**config.mk**
```make
export PLATFORM = sky130hd
export DESIGN_NAME = demux_sched
export DESIGN_NICKNAME = d
export VERILOG_FILES = /design/src/rtl/demux_sched_pkg.sv /design/src/rtl/demux_sched_next_ch_find.sv /design/src/rtl/demux_sched.sv
export SDC_FILE = /design/constraint.sdc
export NUM_CORES = 1
export LEC_CHECK = 0
export CORE_ASPECT_RATIO = 1.5
export CORE_MARGIN = 4
export CORE_UTILIZATION = 35
export CTS_CLUSTER_SIZE = 16
export DETAILED_ROUTE_END_ITERATION = 8
export PLACE_DENSITY = 0.54
export SYNTH_ARGS = -nofsm -noshare
export SYNTH_HDL_FRONTEND = slang
export SYNTH_HIERARCHICAL = 1
export SYNTH_SLANG_ARGS = --single-unit
export TNS_END_PERCENT = 1
```
**constraint.sdc**
```tcl
create_clock -name clk -period 3.5 [get_ports clk]
set_input_delay 0.7 -clock clk [delete_from_list [all_inputs] [get_ports clk]]
set_output_delay 0.7 -clock clk [all_outputs]
set_load 0.02 [all_outputs]
```
**src/rtl/demux_sched_pkg.sv**
```systemverilog
// Shared definitions for the demux channel scheduler: channel geometry,
// FSM state encoding and the default per-channel dwell time.
package demux_sched_pkg;

    localparam int NUM_CH        = 8;
    localparam int SEL_W         = 3;
    localparam int DWELL_DEFAULT = 4;

    typedef enum logic [1:0] {
        IDLE = 2'd0,
        RUN  = 2'd1,
        DONE = 2'd2
    } state_t;

endpackage

```
**src/rtl/demux_sched_next_ch_find.sv**
```systemverilog
// Combinational priority search: lowest enabled channel strictly above idx,
// plus a flag telling whether any such channel exists.
module next_ch_find
    import demux_sched_pkg::*;
(
    input  logic [NUM_CH-1:0] mask,
    input  logic [SEL_W-1:0]  idx,
    output logic [SEL_W-1:0]  ch,
    output logic              found
);

    always_comb begin
        // NOTE: every output gets a default before the loop so no latch is inferred.
        ch    = '0;
        found = 1'b0;
        // Scan downwards so the lowest qualifying channel is the last one written.
        for (int i = NUM_CH - 1; i >= 0; i--) begin
            if (i > int'(idx) && mask[i]) begin
                ch    = SEL_W'(i);
                found = 1'b1;
            end
        end
    end

endmodule

```
**src/rtl/demux_sched.sv**
```systemverilog
// Frame scheduler for an external 1-to-8 demux: walks the enabled channels in
// ascending order, holding each for DWELL cycles, then pulses done.
module demux_sched
    import demux_sched_pkg::*;
#(
    parameter int DWELL = DWELL_DEFAULT
) (
    input  logic             clk,
    input  logic             rst,
    input  logic             start,
    input  logic [7:0]       data_word,
    input  logic [7:0]       ch_mask,
    output logic [SEL_W-1:0] sel,
    output logic             data_bit,
    output logic             active,
    output logic             busy,
    output logic             done
);

    localparam logic [7:0] LAST = 8'(DWELL - 1);

    state_t            state;
    logic [7:0]        data_q;
    logic [7:0]        mask_q;
    logic [7:0]        cnt;

    logic [NUM_CH-1:0] find_mask;
    logic [SEL_W-1:0]  find_idx;
    logic [SEL_W-1:0]  nxt_ch;
    logic              nxt_found;
    logic [SEL_W-1:0]  first_ch;

    // In IDLE the search looks at the incoming mask so the first channel is
    // known on the accepting edge; in RUN it looks above the current channel.
    always_comb begin
        find_mask = mask_q;
        find_idx  = sel;
        if (state == IDLE) begin
            find_mask = ch_mask;
            find_idx  = '0;
        end
    end

    assign first_ch = ch_mask[0] ? '0 : nxt_ch;

    next_ch_find u_find (
        .mask  (find_mask),
        .idx   (find_idx),
        .ch    (nxt_ch),
        .found (nxt_found)
    );

    // NOTE: sequential state uses non-blocking assignments so all registers
    // update together from the pre-edge values.
    always_ff @(posedge clk or posedge rst) begin
        if (rst) begin
            // NOTE: the captured frame registers are reset too, so a reset leaves
            // no trace of an abandoned frame.
            state    <= IDLE;
            data_q   <= '0;
            mask_q   <= '0;
            cnt      <= '0;
            sel      <= '0;
            data_bit <= 1'b0;
            active   <= 1'b0;
            busy     <= 1'b0;
            done     <= 1'b0;
        end else begin
            done <= 1'b0;
            case (state)
                IDLE: begin
                    if (start) begin
                        data_q <= data_word;
                        mask_q <= ch_mask;
                        cnt    <= '0;
                        busy   <= 1'b1;
                        if (ch_mask != '0) begin
                            state    <= RUN;
                            sel      <= first_ch;
                            data_bit <= data_word[first_ch];
                            active   <= 1'b1;
                        end else begin
                            state <= DONE;
                            done  <= 1'b1;
                        end
                    end
                end
                RUN: begin
                    if (cnt == LAST) begin
                        cnt <= '0;
                        if (nxt_found) begin
                            sel      <= nxt_ch;
                            data_bit <= data_q[nxt_ch];
                        end else begin
                            state    <= DONE;
                            sel      <= '0;
                            data_bit <= 1'b0;
                            active   <= 1'b0;
                            done     <= 1'b1;
                        end
                    end else begin
                        cnt <= cnt + 8'd1;
                    end
                end
                DONE: begin
                    state <= IDLE;
                    busy  <= 1'b0;
                end
                default: begin
                    state <= IDLE;
                    busy  <= 1'b0;
                end
            endcase
        end
    end

endmodule
```
==> results.sh <==
export IMPL_syn2layout_area_growth_pct=22.7
export IMPL_maxCapViolations=0
export IMPL_wl_per_cell_um=14.9
export IMPL_detailroute_via_count=1416
export IMPL_initial_core_util_pct=36.7
export IMPL_cpPeakStageDelay_ps=500
export IMPL_status="completed"
export IMPL_cts_tree="done"
export IMPL_fin_ws_ps=317
export IMPL_swShare_pct=39.6
export IMPL_nets=225
export IMPL_final_hold_viol_count=0
export IMPL_internal_power_mw=1.26
export IMPL_io_buffers=25
export IMPL_htreeDepth=2
export IMPL_combPwrFrac_pct=58.0
export IMPL_endpoint_kind="flip-flop"
export IMPL_totalWireLength_um=4040
export IMPL_crit_arrival_ps=3340
export IMPL_worstReg2RegStart="state[1]$_DFFE_PP0P_"
export IMPL_finalSetupViolCount=0
export IMPL_finalCritPeriodShare_pct=90.9
export IMPL_n_fill_cell=481
export IMPL_cp_cell_sequence="clkdlybuf4s50_1, mux2_2, nor2b_1, a22oi_1, a32oi_1, o21a_1, mux2_2, a221oi_1, o21ai_0, o211ai_1, a31oi_1"
export IMPL_vdd_ir_drop_max_uv=481
export IMPL_multi_input_area_um2=952
export IMPL_avgSynthCellArea_um2=10.3
export IMPL_layout_common_cells="32 x dfrtp_1, 25 x clkdlybuf4s50_1, 24 x mux2_2"
export IMPL_hpwl_um=3100
export IMPL_viasPerCell=5.23
export IMPL_power_frac_seq_pct=29.6
export IMPL_core_area_um2=4930
export IMPL_min_period_ps=3180
export IMPL_cts_buffers=5
export IMPL_cts_repair_resized=0
export IMPL_grt_pass1_vias=1542
export IMPL_drive_above_1_share_pct=21.0
export IMPL_worstHoldPathCells=1
export IMPL_yosysWarningCount=6
export IMPL_worstReg2RegEnd="data_bit$_DFFE_PP0P_"
export IMPL_post_cts_buffers=0
export IMPL_clkPwrFrac_pct=12.4
export IMPL_cts_buffer_depth=2
export IMPL_cts_root_buf="clkbuf_8"
export IMPL_whs_endpoint="mask_q[6]$_DFFE_PP0P_"
export IMPL_drtPass1Iterations=4
export IMPL_worst_pin_slew_ps=518
export IMPL_netSwitchingPower_uw=828
export IMPL_drv_slew=0
export IMPL_min_from="mask_q[6]$_DFFE_PP0P_"
export IMPL_power_leakage_nw=0.910
export IMPL_grt_max_degree=33
export IMPL_maxSlewHeadroom_pct=65.4
export IMPL_rrSetupSlack_ps=450
export IMPL_boundaryPins=26
export IMPL_final_util_pct=45.0
export IMPL_fp_dieArea_um2=6400
export IMPL_path_clk_slew_ps=70
export IMPL_cts_sinks=32
export IMPL_drc=0
export IMPL_reg2reg_depth=12
export IMPL_max_freq_ghz=0.314
export IMPL_crit_fanout=9
export IMPL_grt_pass1_wl_um=7020
export IMPL_worstSetupPathType="input port to flip-flop"
export IMPL_final_setup_tns_ps=0
export IMPL_ant_nets=0
export IMPL_grt_overflow=0
export IMPL_diodes=0
export IMPL_rsz0062_at_grt="no"
export IMPL_gp_congestion=0.804
export IMPL_rows=31
export IMPL_regArea_um2=801
export IMPL_crit_family="compound AO/OA/AOI/OAI gates"
export IMPL_syn_area_um2=1810
export IMPL_path_common_cell="mux2_2"
export IMPL_holdBufCountCts=0
export IMPL_synth_net_count=195
export IMPL_drt_iter0_drc=46
export IMPL_cpMaxStageDelayCell="clkdlybuf4s50_1"
export IMPL_crit_path_start_kind="input port"
export IMPL_die_w_um=66.6
export IMPL_finClkSkew_ps=5.66
export IMPL_place_ws_ps=29.4
export IMPL_antenna_found_initial=0
export IMPL_worstPathRequired_ps=3650
export IMPL_hold_class="flip-flop to flip-flop"
export IMPL_insertion_delay_ps=280
export IMPL_power_density_nw_per_um2=942
export IMPL_mostFrequentLayoutCell="dfrtp_1"
export IMPL_synthCells=175
export IMPL_cp_num_buf_inv=1
export IMPL_die_y_um=96.0
export IMPL_grtUsageTotal_pct=14.5
## per-layer routing
layer / up-vias / global-route usage (%) / wire [µm]
met1: 684 / 15.3 / 1620
met2: 31 / 26.1 / 2170
met5: - / 0 / 0
met3: 11 / 4.09 / 133
li1: 690 / - / -
met4: 0 / 6.61 / 110
## power groups by stage
stage | combinational, mW | clock, mW | sequential [mW]
after floorplan | 0.903 | 0 | 0.636
after global placement | 1.17 | 0 | 0.619
after detailed placement | 1.21 | 0 | 0.624
after CTS | 1.22 | 0.273 | 0.618
after global routing | 1.34 | 0.293 | 0.641
final | 1.21 | 0.260 | 0.617
## state kept, by name (all words and copies together) (netlist names)
name and cells:
data_bit 1, sel 3, busy 1, active 1
cnt 8, state 2, mask_q 7, data_q 8
done 1
## final cells by class
type                    count  area share (%)
multi-input cells         130            43.0
flip-flops and latches     32            36.1
repair buffers             28            12.3
well taps                  66            3.73
clock buffers               6            3.27
inverters                   8            1.36
clock inverters             1           0.226
## worst register-to-register path: stages, from the launching register on
cell      delay (ps)
dfrtp_1          440
nor2_1           120
buf_4            210
mux2_2           190
nor2b_1          230
a22oi_1          120
a32oi_1          210
o21a_1           390
mux2_2           390
a221oi_1         300
o21ai_0          120
o211ai_1         110
a31oi_1          100
## worst max-delay path by stage
stage | cells past startpoint | from | to | slack [ps]
detailed placement | 11 | ch_mask[1] | data_bit$_DFFE_PP0P_ | 30
global placement | 11 | ch_mask[1] | data_bit$_DFFE_PP0P_ | 170
finish | 11 | ch_mask[1] | data_bit$_DFFE_PP0P_ | 320
floorplan | 13 | state[1]$_DFFE_PP0P_ | data_bit$_DFFE_PP0P_ | 470
CTS | 11 | ch_mask[1] | data_bit$_DFFE_PP0P_ | 320
global route | 11 | ch_mask[1] | data_bit$_DFFE_PP0P_ | 80
## per-stage QoR
step                total power [mW]  instances  hold slack [ps]  area, µm²
global placement                1.79        264              485       2140
finish                          2.09        271              500       2220
CTS                             2.11        271              505       2220
floorplan                       1.54        175              474       1810
detailed placement              1.83        264              490       2140
global route                    2.28        271              524       2220
Power figures use the tool's default switching activity.
